$ cat config.mk
export PLATFORM = sky130hd
export DESIGN_NAME = writeback_queue
export DESIGN_NICKNAME = d
export VERILOG_FILES = /design/src/rtl/writeback_queue.sv
export SDC_FILE = /design/constraint.sdc
export NUM_CORES = 1
export LEC_CHECK = 0
export ABC_AREA = 0
export CORE_ASPECT_RATIO = 1.75
export CORE_MARGIN = 8
export CORE_UTILIZATION = 45
export DETAILED_ROUTE_END_ITERATION = 7
export PLACE_DENSITY = 0.8
export SYNTH_ARGS = -nofsm -noshare
export SYNTH_HDL_FRONTEND = slang
export SYNTH_SLANG_ARGS = --single-unit
$ cat constraint.sdc
create_clock -name Clock -period 2.2 [get_ports Clock]
set_clock_uncertainty 0.05 [all_clocks]
set_input_delay 0.55 -clock Clock [delete_from_list [all_inputs] [get_ports Clock]]
set_output_delay 0.55 -clock Clock [all_outputs]
set_load 0.03 [all_outputs]
$ cat src/rtl/writeback_queue.sv
// Register-file writeback queue: two producers (A has priority) feed a circular
// FIFO that drains one write per cycle. Optional forwarding search under WBQ_BYPASS_EN.
module writeback_queue #(
  parameter int DEPTH = 4
) (
  input  logic                       Clock,
  input  logic                       nReset,
  input  logic                       AValid,
  output logic                       AReady,
  input  logic [4:0]                 AAddr,
  input  logic [31:0]                AData,
  input  logic                       BValid,
  output logic                       BReady,
  input  logic [4:0]                 BAddr,
  input  logic [31:0]                BData,
  output logic                       RegWrite,
  output logic [4:0]                 RdAddr,
  output logic [31:0]                RdData,
  input  logic [4:0]                 RsAddr,
  input  logic [4:0]                 RtAddr,
  output logic                       RsHit,
  output logic [31:0]                RsFwd,
  output logic                       RtHit,
  output logic [31:0]                RtFwd,
  output logic [$clog2(DEPTH+1)-1:0] Count
);

  localparam int PW = (DEPTH > 1) ? $clog2(DEPTH) : 1;
  localparam int CW = $clog2(DEPTH+1);
  localparam logic [CW-1:0] FULL = CW'(DEPTH);

  typedef struct packed {
    logic [4:0]  addr;
    logic [31:0] data;
  } wb_req_t;

  wb_req_t       mem [DEPTH];
  logic [PW-1:0] head, tail;
  logic          a_acc, b_acc, push, pop;
  wb_req_t       in_req, head_req;

  // Readiness looks only at the current Count; a same-edge pop never frees a slot.
  assign AReady   = (Count != FULL);
  assign BReady   = (Count != FULL) & ~AValid;
  assign a_acc    = AValid & AReady;
  assign b_acc    = BValid & BReady;
  assign in_req   = a_acc ? '{addr: AAddr, data: AData} : '{addr: BAddr, data: BData};
  // r0 writes complete the handshake but are dropped here.
  assign push     = (a_acc | b_acc) && (in_req.addr != 5'd0);
  assign pop      = (Count != '0);
  assign head_req = mem[head];

  always_ff @(posedge Clock) begin
    if (push) mem[tail] <= in_req;
  end

  always_ff @(posedge Clock or negedge nReset) begin
    if (!nReset) begin
      head     <= '0;
      tail     <= '0;
      Count    <= '0;
      RegWrite <= 1'b0;
      RdAddr   <= '0;
      RdData   <= '0;
    end else begin
      if (push) tail <= tail + 1'b1;
      if (pop)  head <= head + 1'b1;
      case ({push, pop})
        2'b10:   Count <= Count + 1'b1;
        2'b01:   Count <= Count - 1'b1;
        default: ;
      endcase
      RegWrite <= pop;
      if (pop) begin
        RdAddr <= head_req.addr;
        RdData <= head_req.data;
      end
    end
  end

`ifdef WBQ_BYPASS_EN
  // Output stage is the oldest candidate; walking queue entries oldest to
  // youngest lets the youngest match overwrite earlier ones.
  always_comb begin
    logic [PW-1:0] idx;
    idx   = '0;
    RsHit = RegWrite && (RsAddr != 5'd0) && (RdAddr == RsAddr);
    RsFwd = RsHit ? RdData : '0;
    RtHit = RegWrite && (RtAddr != 5'd0) && (RdAddr == RtAddr);
    RtFwd = RtHit ? RdData : '0;
    for (int i = 0; i < DEPTH; i++) begin
      idx = head + PW'(i);
      if (CW'(i) < Count) begin
        if ((RsAddr != 5'd0) && (mem[idx].addr == RsAddr)) begin
          RsHit = 1'b1;
          RsFwd = mem[idx].data;
        end
        if ((RtAddr != 5'd0) && (mem[idx].addr == RtAddr)) begin
          RtHit = 1'b1;
          RtFwd = mem[idx].data;
        end
      end
    end
  end
`else
  logic unused_lookup;
  assign unused_lookup = ^{RsAddr, RtAddr};
  assign RsHit = 1'b0;
  assign RsFwd = '0;
  assign RtHit = 1'b0;
  assign RtFwd = '0;
`endif

endmodule

; Word level (Yosys, flattened, before mapping)
; Memories as Yosys holds them, arrays and structs flattened. A register that Yosys moved wholly into a read port is not among the register bits.
; Cells that the tools add are included.
[word_totals]
elab_cells = 26
mem_count = 1
register_bits = 8
ram_bits = 148
output_inout_bits = 109
[mem_list]
columns = memory, depth, word_bits, read_ports, rd_ports_with_merged_regs, write_ports, line
row1 = mem, 4, 37, 1, 1, 1, 37  ; wb_req_t mem [DEPTH];
[op_classes]
addsub = 4
n_reduce_logical = 5
mux = 4
bitwise_logic = 5
eq_ne = 3
[op_table]
columns = operator, count
row1 = 37-bit two-way mux, 1
row2 = 3-bit one-hot mux with 2 select lines, 1
row3 = 5-bit nonzero test, 1
row4 = "2-bit by 1-bit adder with 2-bit output, second input constant", 2
row5 = "3-bit by 1-bit adder with 3-bit output, second input constant", 1
row6 = 1-bit AND, 3
row7 = "3-bit inequality test, second input constant", 1
row8 = 3-bit nonzero test, 1
row9 = "3-bit by 1-bit subtractor with 3-bit output, second input constant", 1
row10 = "2-bit by 1-bit == test with 1-bit output, second input constant", 1
row11 = "2-bit == test, second input constant", 1
row12 = 1-bit two-way mux, 2
row13 = 2-bit nonzero test, 1
row14 = 1-bit logical AND, 1
row15 = 1-bit logical NOT, 1
row16 = 1-bit inverter, 1
row17 = 1-bit bitwise OR, 1

; Longest topological paths before layout
[depth]
ltp_word = 7
mapped_depth = 9
ltp_nobuf = 9

; Worst setup path before layout
; OpenSTA, ideal clock, no wires.
[synth_timing]
path_type = reg2reg
from = reg Count[2]
to = mem mem[0][0] (netlist name), enable pin
path_slack_ns = -0.397
setup_ns = 0.398
path_stages_with_launch = 4
period_less_slack_ns = 2.597
n_path_buf = 0
arrival_ns = 2.149
t_required_ns = 1.752
cell_sequence = dfrtp_1 nor3b_4 o32ai_2 and2_1
[synth_between]
elab_chain_cells = 7
[synth_rtl]
columns = item, line
row1 = from (decl), 25  ; output logic [$clog2(DEPTH+1)-1:0] Count
row2 = from (signal assigned), 69  ; 2'b10: Count <= Count + 1'b1;
row3 = from (signal assigned), 70  ; 2'b01: Count <= Count - 1'b1;
row4 = 3-bit inequality test (*), "43, 44"
row5 = "1-bit AND, on equally long branches", "45, 44"
row6 = 37-bit two-way mux or 1-bit AND (tied branches), "47, 46"
row7 = 5-bit nonzero test or 1-bit bitwise OR (tied branches), 49  ; assign push = (a_acc | b_acc) && (in_req.addr != 5'd0);
row8 = 1-bit logical AND (*), 49
row9 = 1-bit two-way mux (*), 54  ; if (push) mem[tail] <= in_req;
row10 = 1-bit two-way mux (implied by the code) (*), 54
row11 = to (decl), 37
; Mark *: on every way between the ends. The rest lies on a longest branch, timed or not.

; Worst setup path after layout
[layout_timing]
from = in AAddr[3]
to = reg Count[1]
[layout_between]
elab_chain_cells = 5
[layout_rtl]
columns = item, line
row1 = from (decl), 10  ; input logic [4:0] AAddr,
row2 = 37-bit two-way mux (*), 47  ; assign in_req = a_acc ? '{addr: AAddr, data: AData} : '{addr: BAddr, data: BData};
row3 = 5-bit nonzero test (*), 49
row4 = 1-bit logical AND (*), 49
row5 = 2-bit by 1-bit == test with 1-bit output or 2-bit == test (tied branches), 68  ; case ({push, pop})
row6 = 3-bit one-hot mux with 2 select lines or 2-bit nonzero test (tied branches), -
; Marks and branches as above.
; A chain may end at the register's enable or synchronous reset.

==> reports/summary.log <==
qor: route.finalWirelength 17800 µm
qor: outcome.violations negative setup slack
qor: synthesis.yosysUniqueCellTypes 27
qor: die.top_level_ports 197
qor: synthesis.synth-seq-area-share 68.31%
qor: critical_path.slowest_delay 0.48 ns
qor: global_route.grtUsageTotal 15.57%
qor: critical_path.worst-r2r-setup-slack -0.02 ns
qor: pwr.p_comb_share 39.4%
qor: synthesis.yosysWarningCount 0
qor: clock_network.cts.reportedPaths.clkPinSlew 0.07 ns
qor: layout.syn2layout_area_growth 25.84%
qor: timing.max_slew.worst_pin.slew 0.6423 ns
qor: timing.setup_repair_after_global_routing_missed_its_margin yes
qor: critical_path.path_class in2reg
qor: min_path.hold_class in2async
qor: route.initialDrtViolationCount 213
qor: pwr.power.switching 0.005050 W
qor: placed_design.globalplace.congestion 0.7492
qor: pwr.p_seq_share 39.5%
qor: global_route.grt_first_pass_wirelength 27300 µm
qor: synthesis.avgSynthCellArea 16.31 µm²
qor: pwr.total_leakage_power 3.904 nW
qor: clock_network.clock_tree.root_cell clkbuf_16
qor: run.max_cap_viols 0
qor: die.fp.dieH 194.1 µm
qor: critical_path.depth_of_the_worst_register_to_register_path 7
qor: pwr.p_clk_share 21.1%
qor: layout.filler_cell_count 1368
qor: clock_network.clk_path_buf_depth 2
qor: synthesis.synth_enable_flop_cells 148
qor: timing.finalMaxSlewViolations 0
qor: critical_path.cp-endpoint Count[1]
qor: synthesis.synthFlopType edfxtp_1
qor: synthesis.ys_async_sr_fraction 23.32%
qor: timing.fmax 0.4476 GHz
qor: critical_path.cp_cell_sequence dlygate4sd2_1, or4_1, nor2_2, o32ai_4, inv_2, ha_4, fa_1, mux2_4
qor: clock_network.tritoncts built
qor: critical_path.worstReg2RegStart Count[1]
qor: layout.num_antenna_cells 0
qor: die.initial_utilization 45.57%
qor: route.detail_route.wl_per_cell 20.00 µm
qor: timing.setup_ws -0.03420 ns
qor: die.dieArea 22850 µm²
qor: layout.nets 737
qor: placed_design.pre_cts_slack -0.6961 ns
qor: critical_path.crit_path_max_fanout 2
qor: timing.hold_viol 0
qor: synthesis.syn_area 8154 µm²
qor: synthesis.synth_cell_count_leaders 148 x edfxtp_1, 112 x nand2_1, 69 x buf_4
qor: layout.post_route_cells_drive_above_1_share 22.26%
qor: clock_network.clock_insertion_delay_worst_skew 0.42 ns
qor: global_route.antenna_found_initial 0
qor: synthesis.yosys.cell_count.top_type edfxtp_1
qor: critical_path.slowest_stage or4_1
qor: critical_path.worst_ep_required_time 2.45 ns
qor: route.ant_nets 0
qor: die.die_x 117.8 µm
qor: synthesis.synthCells 500
qor: route.first_pass_iters 4
qor: synthesis.synth_top_cells_by_area edfxtp_1 55%, dfrtp_1 14%, mux4_2 10%, buf_4 6.4%, nand2_1 5.2%
qor: global_route.grt_pass1_vias 4971
qor: route.remaining_drcs 0
qor: global_route.maximum_number_of_pins_on_one_net_before_global_route_repair 46
qor: pwr.vdd.ir_drop.worst 0.0007534 V
qor: global_route.top_usage_layer met2
qor: pwr.internal-power 0.009577 W
qor: layout.final_core_utilization 57.35%
qor: global_route.grt-ovfl-total 0
qor: global_route.globalRouteMet3Util 4.927%
qor: outcome.run_status complete, but fails checks
qor: clock_network.cts_inserted_buffers 17
qor: pwr.netSwitchingFraction 34.53%
qor: synthesis.synth_area_leader_cell edfxtp_1
qor: pwr.power.density 1426 nW/µm²
qor: timing.slew-limit-headroom 57.18%
qor: clock_network.htree_num_levels 4
qor: global_route.use_met2 29.56%
qor: critical_path.timing.critical_path.from_type primary input
qor: timing.fin_crit 2.234 ns
qor: route.detail_route.vias_per_cell 4.925
qor: critical_path.endpoint_kind register
qor: route.route.vias.total 4383
qor: critical_path.cp_data_arrival_time 2.49 ns
qor: synthesis.yosysTopAreaCellShare 54.50%
qor: critical_path.timing.critical_path.from AAddr[3]
qor: die.std_cell_rows 65
qor: placed_design.place.port_buffers 120
qor: timing.timing.final.crit_share 101.6%
qor: die.core_region_area 17890 µm²
qor: clock_network.clock_sinks 193
qor: placed_design.hpwl 12010 µm
qor: timing.setup_violations 1
qor: synthesis.ys_ff_latch 193
qor: critical_path.reg2reg_to Count[1]
qor: global_route.use_met1 14.85%
## flip-flops by register name (all words and copies together), names as in the netlist
register	cells
RdAddr	5
tail	2
head	2
RdData	32
mem	148
RegWrite	1
Count	3
## power by group through the flow
stage / registers [W] / logic (W) / clock network (W)
4_1_cts: 0.00579 / 0.00567 / 0.00312
3_3_place_gp: 0.00576 / 0.00545 / 0
6_report: 0.00577 / 0.00577 / 0.00309
2_1_floorplan: 0.00645 / 0.00290 / 0
5_1_grt: 0.00590 / 0.00619 / 0.00328
3_5_place_dp: 0.00585 / 0.00562 / 0
## worst max-delay path: cells and delay by family
family	cells	cell delay [ns]
compound gates	1	0.13
simple gates	2	0.65
buf+inv	2	0.34
fa+ha+maj	2	0.55
mux	1	0.27
## cell type report
type                    count  area [µm²]  share of cell area, %
well taps                 234       292.8                  2.853
clock buffers              17       425.4                  4.146
inverters                   5       18.77                 0.1829
clock inverters            15       171.4                  1.671
repair buffers            145        1529                  14.90
multi-input cells         281        2251                  21.94
flip-flops and latches    193        5573                  54.31
## cell usage in the layout, fill, tap and decap left out, drive strengths merged
master	count
xnor2	5
nor3	1
and2	4
clkbuf	21
edfxtp	148
o32ai	1
clkdlybuf4s15	4
or4	2
mux2	39
dfrtp	45
bufinv	2
clkinv	8
mux4	37
nand2b	2
fa	1
buf	24
nor2	4
xor2	1
dlygate4sd2	9
clkdlybuf4s50	104
conb	66
inv	10
nand2	112
nor3b	1
ha	5
## how the worst min path moves through the flow
stage / slack [ns] / cells past startpoint / to
finish: 0.16 / 2 / RdData[12]
CTS: 0.20 / 2 / RdData[8]
global route: 0.21 / 2 / RdData[12]
floorplan: 0.20 / 0 / Count[0]
detailed placement: 0.41 / 2 / RdData[22]
global placement: 0.40 / 2 / RdAddr[2]
## through the flow
step	power [W]	std cells	hold slack [ns]	instance area (µm²)	setup TNS [ns]
2_1_floorplan	0.009355	565	0.2044	8406	-3.360
3_5_place_dp	0.01147	853	0.4054	9512	-113.30
6_report	0.01463	890	0.1637	10260	-0.03420
5_1_grt	0.01538	890	0.2085	10260	-0.1204
3_3_place_gp	0.01122	853	0.4037	9512	-103.78
4_1_cts	0.01458	886	0.1968	10150	-0.02441
## repair_timing
| action | CTS | global route |
|---|---|---|
| gates resized for setup | 29 | 9 |
| gates cloned | 0 | 4 |
| setup endpoints to repair | 302 | 151 |
| buffers inserted | 1 | 0 |
| pin swaps | 8 | 0 |
| hold buffers | 0 | 0 |
## logic make-up (layout without fill, tap and decap cells)
logic type               Yosys count  in the layout  synth area share [%]
flip-flops                       193            193                 68.31
AND/OR/NAND/NOR                  126            126                 6.353
buffers and inverters             91            182                 7.780
multiplexers                      76             76                 15.65
adder cells (fa/ha/maj)            6              6                 1.013
XOR/XNOR                           6              6                0.6445
other                              1             66               0.04599
AO/OA/AOI/OAI                      1              1                0.1995
## routing by layer
layer | vias up | routed length [µm]
met5 | - | 0
met4 | 0 | 354
met3 | 16 | 1193
met2 | 172 | 10240
met1 | 2235 | 6008
li1 | 1960 | -
(Power assumes the default switching activity.)
